--- config.mk ---
export PLATFORM = sky130hd
export DESIGN_NAME = uart_transceiver
export DESIGN_NICKNAME = d
export VERILOG_FILES = /design/src/rtl/uart_transceiver.sv
export SDC_FILE = /design/constraint.sdc
export NUM_CORES = 1
export LEC_CHECK = 0
export ABC_AREA = 1
export BUFFER_PORTS_ARGS = -buffer_cell sky130_fd_sc_hd__clkbuf_2
export CORE_AREA = 8 8 85 87
export CTS_CLUSTER_SIZE = 12
export DETAILED_ROUTE_END_ITERATION = 10
export DIE_AREA = 0 0 93 95
export GPL_TIMING_DRIVEN = 0
export PLACE_DENSITY_LB_ADDON = 0.2
export SLEW_MARGIN = 20
export SYNTH_ARGS = -nofsm -noshare
export SYNTH_HDL_FRONTEND = slang
export SYNTH_SLANG_ARGS = --single-unit
--- constraint.sdc ---
create_clock -name i_clk -period 2.1 [get_ports i_clk]
set_input_delay 0.525 -clock i_clk [delete_from_list [all_inputs] [get_ports i_clk]]
set_output_delay 0.525 -clock i_clk [all_outputs]
set_load 0.05 [all_outputs]
--- src/rtl/uart_transceiver.sv ---
// rtl/uart_transceiver.sv - full-duplex 8N1 UART receiver and transmitter
//
// Purpose: deserialises i_RX_bit into bytes and serialises i_TX_byte onto
// o_TX_bit. Both directions share i_clk and i_rst but are otherwise independent.
//
// Ports:
//   i_clk            system clock, rising edge
//   i_rst            synchronous active-high reset
//   i_RX_bit         serial receive line (asynchronous, idles high)
//   o_Received_byte  last correctly framed byte
//   o_receive_state  one-cycle strobe: o_Received_byte updated
//   o_error          one-cycle strobe: stop bit sampled low
//   i_start          transmit request, honoured only while the transmitter is idle
//   i_TX_byte        byte to send, captured when i_start is accepted
//   o_TX_bit         serial transmit line (idles high)
//   o_transfer_state high while a frame is on the line
//   o_TX_done        one-cycle strobe at the end of the stop bit

module uart_transceiver #(
    parameter int CLKS_PER_BIT = 434,
    parameter int DATA_LENGTH  = 8
) (
    input  logic                   i_clk,
    input  logic                   i_rst,
    input  logic                   i_RX_bit,
    output logic [DATA_LENGTH-1:0] o_Received_byte,
    output logic                   o_receive_state,
    output logic                   o_error,
    input  logic                   i_start,
    input  logic [DATA_LENGTH-1:0] i_TX_byte,
    output logic                   o_TX_bit,
    output logic                   o_transfer_state,
    output logic                   o_TX_done
);

    localparam int CNT_W = $clog2(CLKS_PER_BIT);
    localparam int BIT_W = (DATA_LENGTH > 1) ? $clog2(DATA_LENGTH) : 1;

    localparam logic [CNT_W-1:0] CNT_LAST  = CNT_W'(CLKS_PER_BIT - 1);
    localparam logic [CNT_W-1:0] HALF_LAST = CNT_W'(CLKS_PER_BIT / 2 - 1);
    localparam logic [BIT_W-1:0] BIT_LAST  = BIT_W'(DATA_LENGTH - 1);

    typedef enum logic [1:0] {
        S_IDLE,
        S_START,
        S_DATA,
        S_STOP
    } state_t;

    // ------------------------------------------------------------------
    // Receiver
    // ------------------------------------------------------------------
    logic                   rx_meta;
    logic                   rx_sync;
    state_t                 rx_state,   rx_state_n;
    logic [CNT_W-1:0]       rx_cnt,     rx_cnt_n;
    logic [BIT_W-1:0]       rx_bit_idx, rx_bit_idx_n;
    logic [DATA_LENGTH-1:0] rx_shift,   rx_shift_n;
    logic [DATA_LENGTH-1:0] rx_byte,    rx_byte_n;
    logic                   rx_valid,   rx_valid_n;
    logic                   rx_err,     rx_err_n;

    always_ff @(posedge i_clk) begin
        if (i_rst) begin
            // Synchroniser resets to the idle level so reset never fakes a start bit.
            rx_meta    <= 1'b1;
            rx_sync    <= 1'b1;
            rx_state   <= S_IDLE;
            rx_cnt     <= '0;
            rx_bit_idx <= '0;
            rx_shift   <= '0;
            rx_byte    <= '0;
            rx_valid   <= 1'b0;
            rx_err     <= 1'b0;
        end else begin
            rx_meta    <= i_RX_bit;
            rx_sync    <= rx_meta;
            rx_state   <= rx_state_n;
            rx_cnt     <= rx_cnt_n;
            rx_bit_idx <= rx_bit_idx_n;
            rx_shift   <= rx_shift_n;
            rx_byte    <= rx_byte_n;
            rx_valid   <= rx_valid_n;
            rx_err     <= rx_err_n;
        end
    end

    always_comb begin
        rx_state_n   = rx_state;
        rx_cnt_n     = rx_cnt;
        rx_bit_idx_n = rx_bit_idx;
        rx_shift_n   = rx_shift;
        rx_byte_n    = rx_byte;
        rx_valid_n   = 1'b0;
        rx_err_n     = 1'b0;
        case (rx_state)
            S_IDLE: begin
                if (!rx_sync) begin
                    rx_state_n = S_START;
                    rx_cnt_n   = '0;
                end
            end
            S_START: begin
                // Half a bit in: a line that has gone back high was a glitch.
                if (rx_cnt == HALF_LAST) begin
                    rx_cnt_n     = '0;
                    rx_bit_idx_n = '0;
                    rx_state_n   = rx_sync ? S_IDLE : S_DATA;
                end else begin
                    rx_cnt_n = rx_cnt + 1'b1;
                end
            end
            S_DATA: begin
                if (rx_cnt == CNT_LAST) begin
                    rx_cnt_n   = '0;
                    // LSB arrives first, so shift in at the top and move right.
                    rx_shift_n = {rx_sync, rx_shift[DATA_LENGTH-1:1]};
                    if (rx_bit_idx == BIT_LAST) begin
                        rx_state_n = S_STOP;
                    end else begin
                        rx_bit_idx_n = rx_bit_idx + 1'b1;
                    end
                end else begin
                    rx_cnt_n = rx_cnt + 1'b1;
                end
            end
            S_STOP: begin
                if (rx_cnt == CNT_LAST) begin
                    rx_cnt_n   = '0;
                    rx_state_n = S_IDLE;
                    if (rx_sync) begin
                        rx_byte_n  = rx_shift;
                        rx_valid_n = 1'b1;
                    end else begin
                        rx_err_n = 1'b1;
                    end
                end else begin
                    rx_cnt_n = rx_cnt + 1'b1;
                end
            end
            default: rx_state_n = S_IDLE;
        endcase
    end

    assign o_Received_byte = rx_byte;
    assign o_receive_state = rx_valid;
    assign o_error         = rx_err;

    // ------------------------------------------------------------------
    // Transmitter
    // ------------------------------------------------------------------
    state_t                 tx_state,   tx_state_n;
    logic [CNT_W-1:0]       tx_cnt,     tx_cnt_n;
    logic [BIT_W-1:0]       tx_bit_idx, tx_bit_idx_n;
    logic [DATA_LENGTH-1:0] tx_shift,   tx_shift_n;
    logic                   tx_line,    tx_line_n;
    logic                   tx_busy,    tx_busy_n;
    logic                   tx_done,    tx_done_n;

    always_ff @(posedge i_clk) begin
        if (i_rst) begin
            tx_state   <= S_IDLE;
            tx_cnt     <= '0;
            tx_bit_idx <= '0;
            tx_shift   <= '0;
            tx_line    <= 1'b1;
            tx_busy    <= 1'b0;
            tx_done    <= 1'b0;
        end else begin
            tx_state   <= tx_state_n;
            tx_cnt     <= tx_cnt_n;
            tx_bit_idx <= tx_bit_idx_n;
            tx_shift   <= tx_shift_n;
            tx_line    <= tx_line_n;
            tx_busy    <= tx_busy_n;
            tx_done    <= tx_done_n;
        end
    end

    // The line is registered: each state sets the level of the *next* bit at
    // the edge that ends the current one, so every bit lasts CLKS_PER_BIT cycles.
    always_comb begin
        tx_state_n   = tx_state;
        tx_cnt_n     = tx_cnt;
        tx_bit_idx_n = tx_bit_idx;
        tx_shift_n   = tx_shift;
        tx_line_n    = tx_line;
        tx_busy_n    = tx_busy;
        tx_done_n    = 1'b0;
        case (tx_state)
            S_IDLE: begin
                tx_line_n = 1'b1;
                if (i_start) begin
                    tx_shift_n = i_TX_byte;
                    tx_cnt_n   = '0;
                    tx_line_n  = 1'b0;
                    tx_busy_n  = 1'b1;
                    tx_state_n = S_START;
                end
            end
            S_START: begin
                if (tx_cnt == CNT_LAST) begin
                    tx_cnt_n     = '0;
                    tx_bit_idx_n = '0;
                    tx_line_n    = tx_shift[0];
                    tx_shift_n   = tx_shift >> 1;
                    tx_state_n   = S_DATA;
                end else begin
                    tx_cnt_n = tx_cnt + 1'b1;
                end
            end
            S_DATA: begin
                if (tx_cnt == CNT_LAST) begin
                    tx_cnt_n = '0;
                    if (tx_bit_idx == BIT_LAST) begin
                        tx_line_n  = 1'b1;
                        tx_state_n = S_STOP;
                    end else begin
                        tx_bit_idx_n = tx_bit_idx + 1'b1;
                        tx_line_n    = tx_shift[0];
                        tx_shift_n   = tx_shift >> 1;
                    end
                end else begin
                    tx_cnt_n = tx_cnt + 1'b1;
                end
            end
            S_STOP: begin
                if (tx_cnt == CNT_LAST) begin
                    tx_cnt_n   = '0;
                    tx_busy_n  = 1'b0;
                    tx_done_n  = 1'b1;
                    tx_state_n = S_IDLE;
                end else begin
                    tx_cnt_n = tx_cnt + 1'b1;
                end
            end
            default: tx_state_n = S_IDLE;
        endcase
    end

    assign o_TX_bit         = tx_line;
    assign o_transfer_state = tx_busy;
    assign o_TX_done        = tx_done;

endmodule

==> flow_summary_export.csv, run 1 <==
group,metric,value,unit
layout,antenna_cells,0,
floorplanning,fp.dieArea,8840,µm²
global_routing,gr-usage-all-layers,0.147,
setup_path,crit_arrival,1.94,ns
global_routing,top_usage_layer,"met2",
yosys,synth_compound_area_frac,0.136,
layout,final_nets,454,
sta,worst-slew-pin-transition,0.582,ns
yosys,synth-seq-cells,59,
clock_network,numCtsBuffers,9,
yosys,synth_ff_type,"dfxtp_1",
sta,finalSetupTns,0,ns
yosys,muxShareOfSynthArea,0,
clock_network,cts_sinks,59,
yosys,yosysMostFrequentCell,"nand2_1",
global_routing,grt_max_degree,11,
sta,rsz0062_at_grt,"no",
floorplanning,num_rows,28,
layout,utilization,0.573,
sta,min_period,1.71,ns
clock_network,cts_tree,"done",
yosys,synth_seq_area_share,0.402,
yosys,synth.largest_area_cell,"dfxtp_1",
yosys,synth.avg_cell_area,7.48,µm²
layout,drive_gt1_frac,0.190,
yosys,netlist_top_cells_area,"dfxtp_1 (40%), nand2_1 (9.1%), nor2_1 (7.0%)",
clock_network,cts.reportedPaths.clkPinSlew,0.07,ns
clock_network,h-tree-depth,3,
route,drt-wirelength-per-cell,11.8,µm
layout,seqCellArea,1180,µm²
clock_network,cts_setup_buffers,0,
setup_path,crit_fanout,10,
yosys,yosys.area_share.simple,0.315,
route,routed_wl,6000,µm
setup_path,critPathCaptureType,"flip-flop",
global_routing,use_met1,0.174,
yosys,ys_types,41,
sta,period_share,0.812,
sta,finalClockSkew,0.0101,ns
clock_network,cts-resized-gates,0,
yosys,synth_adder_area_share,0.0596,
run_status,outcome,"complete, no violations",
global_routing,grt_use_met2,0.239,
layout,multi_input_area,1530,µm²
placement,gp_congestion,0.863,
sta,setup_viol_count_final,0,
route,dr_total_vias,2546,
yosys,syn-num-nets,419,
layout,nFillCells,580,
global_routing,grt_antenna_before_repair,0,
route,via_per_inst,5.02,
yosys,synth_top_area_share,0.402,
setup_path,reg2reg_slack,0.39,ns
clock_network,clock_path_buffers,2,
power_and_ir_drop,total_leakage_power,1.47,nW
setup_path,worstPathRequired,2.34,ns
yosys,synth_commonest_cells,"nand2_1 (71), dfxtp_1 (59), nor2_1 (55), inv_1 (43), a21oi_1 (23)",
floorplanning,initial_utilization,0.505,
power_and_ir_drop,power_density,991,nW/µm²
power_and_ir_drop,ir_drop,0.562,mV
floorplanning,die_y,95,µm
yosys,synth_warnings,0,
clock_network,clk_latency,0.34,ns
route,drc,0,
yosys,synth_top_family_by_area,"simple AND/OR/NAND/NOR gates",
run,cap_violations,0,
yosys,synth_edf_count,0,
route,postRouteAntennaNets,0,
floorplanning,core-area,5820,µm²
global_routing,grt_use_met3,0.0333,
placement,portBuffers,24,
sta,drv_slew,0,
floorplanning,io_pins,25,
yosys,synthCells,393,
clock_network,cts_root_buf,"clkbuf_8",
route,drt_iter0_drc,92,
global_routing,grt_first_pass_wirelength,10500,µm
sta,max_freq,0.586,GHz
yosys,synth_xor_area_frac,0.00894,
placement,dp_hpwl,4300,µm
global_routing,grt-ovfl-total,0,
global_routing,grt_pass1_vias,2448,
sta,hold_violations,0,
setup_path,cp-start-kind,"flip-flop",
floorplanning,die_w,93,µm
yosys,ys_async_sr_fraction,0,
setup_path,worstSetupPathType,"flip-flop to flip-flop",
route,drt-pass1-iter-count,4,
clock_network,cts_hold_buf,0,
sta,slew_headroom,0.612,
layout,area_growth,13.5,%
min_path,hp-class,"input pin to flip-flop",
yosys,netlist_area,2940,µm²
layer usage:
layer,up-vias,part of all wire
met5,-,0
met4,0,0.023
met3,11,0.032
met2,37,0.46
met1,1158,0.48
li1,1340,-
registers in the layout, summed over array words and instances, names as in the netlist, 2 cells and up, named ones only:
name,flops
tx_shift,8
rx_bit_idx,3
rx_cnt,9
rx_shift,8
o_Received_byte,8
tx_bit_idx,3
tx_state,2
tx_cnt,9
report_power, final:
part           total [W]  switching, W  internal, W
Clock           0.000983      0.000447     0.000537
Combinational    0.00100      0.000658     0.000343
Sequential       0.00132     0.0000796      0.00124
stage by stage:
step,setup WS (ns),area [µm²],power [W],hold WS (ns),cells
global placement,0.437,3150,0.00232,0.392,492
finish,0.395,3330,0.00331,0.376,507
floorplan,0.602,2940,0.00213,0.389,393
global route,0.237,3330,0.00352,0.368,507
CTS,0.388,3330,0.00333,0.364,507
detailed placement,0.401,3150,0.00235,0.399,492
kinds of logic (layout without fill, tap and decap cells):
family / after synthesis / in the layout
compound gates: 73 / 73
simple gates: 188 / 188
xor+xnor: 3 / 3
flops: 59 / 59
fa+ha+maj: 14 / 14
buf+inv: 56 / 95
path summary, 6_finish.rpt:
check	from	to	depth (start not counted)
setup reg to reg	tx_state[0]	tx_shift[6]	9
hold reg to reg	rx_meta	rx_sync	1
hold / removal	i_RX_bit	rx_meta	2
setup / recovery	tx_state[0]	tx_shift[6]	9
placed cells by master (no fill, tap or decap), types with 14 or more instances in the layout:
cell       n
dfxtp_1   59
o21ai_1   17
inv_1     43
a21oi_1   23
nand2_1   71
nand3_1   15
clkbuf_2  25
nor2_1    55
ha_1      14
o21ai_0   22
area by class of cell:
| type | count | area share |
|---|---|---|
| tap | 75 | 0.0281 |
| clock inverter | 5 | 0.0165 |
| inverter | 49 | 0.0563 |
| clock buffer | 10 | 0.0383 |
| buffer | 7 | 0.0131 |
| timing repair buffer | 24 | 0.0360 |
| sequential | 59 | 0.354 |
| multi-input combinational | 278 | 0.457 |
worst max-delay path, cell delays in order (launching register included):
cell and delay, ns:
dfxtp_1 0.39, inv_1 0.10, ha_1 0.28, nor2_1 0.17, inv_1 0.10, nand2_4 0.13, nand3_4 0.11, buf_6 0.16
o21ai_1 0.11, a21oi_1 0.05
Note: power is estimated with default switching activity, not from simulation.
==> run 2: changes to the inputs <==
==> constraint.sdc (replaced) <==
create_clock -name i_clk -period 1.5 [get_ports i_clk]
set_input_delay 0.375 -clock i_clk [delete_from_list [all_inputs] [get_ports i_clk]]
set_output_delay 0.375 -clock i_clk [all_outputs]
set_load 0.05 [all_outputs]
==> flow_summary_export.csv, run 2 (same netlist as run 1, synthesis figures left out) <==
group,metric,value,unit
global_routing,gr-usage-all-layers,0.151,
route,dr_total_vias,2639,
setup_path,reg2reg_slack,0.02,ns
global_routing,use_met1,0.177,
floorplanning,core-area,5820,µm²
clock_network,numCtsBuffers,9,
layout,final_cells,521,
power_and_ir_drop,total_leakage_power,1.55,nW
layout,final_nets,468,
sta,finalSetupTns,0,ns
layout,drive_gt1_frac,0.330,
power_and_ir_drop,ir_drop,0.953,mV
min_path,hp-class,"input pin to flip-flop",
sta,setup_viol_count_final,0,
setup_path,cp-start-kind,"flip-flop",
clock_network,cts_tree,"done",
layout,area_growth,24.6,%
route,routed_wl,6550,µm
layout,antenna_cells,0,
setup_path,r2r_end,"tx_cnt[2]",
global_routing,grt_use_met3,0.0349,
clock_network,cts_root_buf,"clkbuf_8",
setup_path,critPathCaptureType,"flip-flop",
placement,numPlacedInstances,492,
run,cap_violations,0,
route,drt-wirelength-per-cell,12.6,µm
setup_path,crit_arrival,1.71,ns
sta,worst-slew-pin-transition,0.643,ns
floorplanning,num_rows,28,
global_routing,grt_pass1_vias,2548,
sta,drv_slew,0,
floorplanning,fp.dieArea,8840,µm²
global_routing,grt_first_pass_wirelength,10900,µm
global_routing,grt-ovfl-total,0,
route,drc,0,
sta,max_freq,0.676,GHz
placement,dp_hpwl,4300,µm
layout,layout_common_cells,"nand2_1 (62), dfxtp_1 (51), nor2_1 (47), inv_1 (33), clkbuf_2 (25)",
layout,nFillCells,529,
setup_path,reg2reg_from,"tx_state[1]",
route,via_per_inst,5.07,
clock_network,clock_path_buffers,2,
setup_path,worstSetupPathType,"flip-flop to flip-flop",
placement,gp_congestion,0.863,
sta,rsz0062_at_grt,"yes",
sta,finalClockSkew,0.0114,ns
setup_path,startpoint,"tx_state[1]",
sta,min_period,1.48,ns
clock_network,cts_sinks,59,
setup_path,worstPathRequired,1.73,ns
route,drt-pass1-iter-count,5,
floorplanning,io_pins,25,
global_routing,grt_max_degree,11,
placement,portBuffers,24,
layout,top_regs,"rx_cnt (9), tx_cnt (9)",
floorplanning,die_w,93,µm
layout,final_common_cell,"nand2_1",
clock_network,clk_latency,0.35,ns
run_status,outcome,"complete, no violations",
placement,dpl_worst_slack,-0.199,ns
sta,fin_ws,0.0201,ns
sta,hold_slack,0.220,ns
setup_path,reg2reg_depth,9,
global_routing,grt_antenna_before_repair,0,
sta,slew_headroom,0.572,
setup_path,cp-endpoint,"tx_cnt[2]",
floorplanning,initial_utilization,0.505,
power_and_ir_drop,power_density,1400,nW/µm²
layout,seqCellArea,1200,µm²
global_routing,top_usage_layer,"met2",
clock_network,cts_hold_buf,0,
clock_network,cts.reportedPaths.clkPinSlew,0.07,ns
route,drt_iter0_drc,80,
route,postRouteAntennaNets,0,
setup_path,crit_fanout,6,
sta,period_share,0.987,
layout,multi_input_area,1710,µm²
sta,hold_violations,0,
global_routing,grt_use_met2,0.253,
clock_network,h-tree-depth,3,
floorplanning,die_y,95,µm
## run 2: cell count changes in the layout (fill, tap and decap cells not counted), moves of 7 or more
| cell | before | now |
|---|---|---|
| inv_2 | 4 | 11 |
| dfxtp_1 | 59 | 51 |
| ha_1 | 14 | 7 |
| nand2_2 | 7 | 14 |
| inv_1 | 43 | 33 |
| buf_4 | 0 | 12 |
| nor2_1 | 55 | 47 |
| nand2_1 | 71 | 62 |
## run 2: timing repair
action	4_1_cts	5_1_grt
pin swaps	8	16
endpoints found under the setup margin	44	46
cloned	1	0
resized for setup	21	52
setup buffers	10	3
## run 2: final cells by class
class | count | area share
multi-input combinational | 278 | 0.467
inverter | 49 | 0.0537
buffer | 7 | 0.0120
clock inverter | 5 | 0.0150
sequential | 59 | 0.328
timing repair buffer | 38 | 0.0636
clock buffer | 10 | 0.0349
tap | 75 | 0.0256
## run 2: how the worst min path moves through the flow
stage / from / end / slack (ns) / depth (start not counted)
6_report: i_RX_bit / rx_meta / 0.22 / 2
5_1_grt: i_RX_bit / rx_meta / 0.22 / 2
4_1_cts: i_RX_bit / rx_meta / 0.21 / 2
3_5_place_dp: rx_meta / rx_sync / 0.40 / 1
3_3_place_gp: rx_meta / rx_sync / 0.39 / 1
2_1_floorplan: rx_meta / rx_sync / 0.39 / 1
## run 2: per-layer routing
metal	part of all wire	vias to the layer above	routed length, µm
met3	0.037	19	240
met5	0	-	0
met1	0.45	1208	2950
met4	0.026	0	170
met2	0.49	44	3190
li1	-	1368	-
## run 2: metrics by stage
| stage | power [W] | area [µm²] | util |
|---|---|---|---|
| 3_3_place_gp | 0.00324 | 3150 | 0.542 |
| 2_1_floorplan | 0.00298 | 2940 | - |
| 5_1_grt | 0.00541 | 3660 | 0.630 |
| 6_report | 0.00512 | 3660 | 0.630 |
| 4_1_cts | 0.00484 | 3460 | 0.595 |
| 3_5_place_dp | 0.00329 | 3150 | 0.542 |
## run 2: critical path, cell delays in order (launching register included)
cell and delay (ns):
dfxtp_4 0.37, inv_4 0.07, ha_4 0.12, inv_2 0.04, nor2_4 0.23, inv_4 0.08
buf_4 0.14, nand2_1 0.06, xor2_1 0.17, nor2_1 0.07
## run 2: report_power, final
part           internal (W)  switching, W  leakage, nW  total (W)
clock              0.000751      0.000635       0.0881    0.00139
combinational      0.000738       0.00110        0.979    0.00184
sequential          0.00176      0.000130        0.484    0.00189
total               0.00325       0.00186         1.55    0.00512
==> run 3: changes to the inputs <==
--- a/config.mk
+++ b/config.mk
@@ -7,10 +7,10 @@
 export LEC_CHECK = 0
 export ABC_AREA = 1
 export BUFFER_PORTS_ARGS = -buffer_cell sky130_fd_sc_hd__clkbuf_2
-export CORE_AREA = 8 8 85 87
+export CORE_AREA = 8 8 63 118
 export CTS_CLUSTER_SIZE = 12
 export DETAILED_ROUTE_END_ITERATION = 10
-export DIE_AREA = 0 0 93 95
+export DIE_AREA = 0 0 71 126
 export GPL_TIMING_DRIVEN = 0
 export PLACE_DENSITY_LB_ADDON = 0.2
 export SLEW_MARGIN = 20
==> flow_summary_export.csv, run 3 (same netlist as run 1, synthesis figures left out) <==
group,metric,value,unit
run_status,outcome,"complete, no violations",
sta,fin_ws,0.00876,ns
min_path,hp-class,"input pin to flip-flop",
sta,worst-slew-pin-transition,0.599,ns
layout,area_growth,29.2,%
setup_path,cpMaxStageDelayCell,"dfxtp_2",
route,drc,0,
floorplanning,io_pins,25,
global_routing,grt_first_pass_wirelength,11500,µm
sta,drv_slew,0,
setup_path,cpMostUsedCell,"nor2_1",
floorplanning,die_y,126,µm
clock_network,cts_root_buf,"clkbuf_16",
route,drt_iter0_drc,98,
global_routing,grt-ovfl-total,0,
route,drt-pass1-iter-count,4,
setup_path,worst-path-buf-inv,1,
sta,min_period,1.49,ns
layout,final_cells,509,
placement,dpl_worst_slack,-0.182,ns
power_and_ir_drop,power_density,1560,nW/µm²
layout,antenna_cells,0,
sta,max_freq,0.671,GHz
sta,slew_headroom,0.601,
floorplanning,die_w,71,µm
sta,finalSetupTns,0,ns
route,postRouteAntennaNets,0,
power_and_ir_drop,ir_drop,0.941,mV
layout,drive_gt1_frac,0.339,
route,routed_wl,6760,µm
layout,layout_common_cells,"nand2_1 (66), nor2_1 (49), dfxtp_1 (47), inv_1 (31), clkbuf_2 (25)",
global_routing,grt_pass1_vias,2673,
route,drt-wirelength-per-cell,13.3,µm
setup_path,crit_fanout,4,
clock_network,clk_latency,0.33,ns
placement,placed_area,3140,µm²
sta,period_share,0.994,
sta,hold_violations,0,
clock_network,clock_path_buffers,2,
sta,finalClockSkew,0.00614,ns
power_and_ir_drop,total_leakage_power,1.60,nW
sta,hold_slack,0.228,ns
global_routing,grt_max_degree,12,
setup_path,critPathCaptureType,"flip-flop",
placement,dp_hpwl,4540,µm
setup_path,crit_arrival,1.71,ns
clock_network,cts_sinks,59,
clock_network,cts.reportedPaths.clkPinSlew,0.05,ns
sta,setup_viol_count_final,0,
floorplanning,fp.dieArea,8950,µm²
layout,final_nets,467,
clock_network,cts_tree,"done",
route,via_per_inst,5.30,
setup_path,cp_slowest_stage_delay,0.34,ns
floorplanning,num_rows,40,
clock_network,h-tree-depth,3,
setup_path,cp-start-kind,"flip-flop",
placement,gp_congestion,0.837,
sta,rsz0062_at_grt,"yes",
route,dr_total_vias,2696,
global_routing,grt_antenna_before_repair,0,
layout,top_regs,"rx_cnt (9), tx_cnt (9)",
setup_path,worstSetupPathType,"flip-flop to flip-flop",
setup_path,path_delay_family,"simple AND/OR/NAND/NOR gates",
global_routing,gr-usage-all-layers,0.159,
layout,final_common_cell,"nand2_1",
floorplanning,initial_utilization,0.497,
clock_network,numCtsBuffers,9,
placement,numPlacedInstances,480,
run,cap_violations,0,
setup_path,worstPathRequired,1.72,ns
layout,fin_area,3790,µm²
floorplanning,core-area,5910,µm²
placement,portBuffers,24,
setup_path,path_cells,"inv_2 -> ha_4 -> nand2_4 -> nor3_4 -> nand4_1 -> nor2_1 -> nor2_1",
[run 3: layout make-up]
type | count | area, µm²
inverters | 49 | 193
well taps | 63 | 78.8
fillers | 511 | 2110
flip-flops and latches | 59 | 1210
multi-input cells | 279 | 1740
clock inverters | 6 | 88.8
plain buffers | 7 | 43.8
clock buffers | 10 | 239
repair buffers | 36 | 210
[run 3: power breakdown]
part / total (W) / switching [W] / leakage, nW / internal [W]
clock: 0.00222 / 0.000720 / 0.155 / 0.00150
combinational: 0.00179 / 0.00109 / 0.955 / 0.000697
sequential: 0.00191 / 0.000136 / 0.486 / 0.00177
[run 3: stage by stage]
stage,util,total power [W]
final,0.643,0.00591
after global routing,0.643,0.00625
after CTS,0.611,0.00573
after detailed placement,0.531,0.00328
after global placement,0.531,0.00322
after floorplan,-,0.00298
[run 3: final timing paths]
kind                   from                  to  slack (ns)  cells past startpoint
hold / removal     i_RX_bit             rx_meta        0.23                      2
setup / recovery  rx_cnt[1]  o_Received_byte[0]       0.009                      7
hold reg to reg     rx_meta             rx_sync        0.41                      1
setup reg to reg  rx_cnt[1]  o_Received_byte[0]       0.009                      7
[run 3: timing repair]
item / 4_1_cts / 5_1_grt
cloned: 2 / 0
hold buffers: 0 / 0
pin swaps: 9 / 26
resized for setup: 31 / 45
setup buffers: 5 / 6
endpoints found under the setup margin: 37 / 39
[run 3: routing by layer]
metal,vias to the layer above,global-route usage,share of wire
li1,1378,-,-
met1,1251,0.176,0.43
met2,55,0.264,0.51
met3,12,0.0525,0.041
met4,0,0.0754,0.017
met5,-,0,0
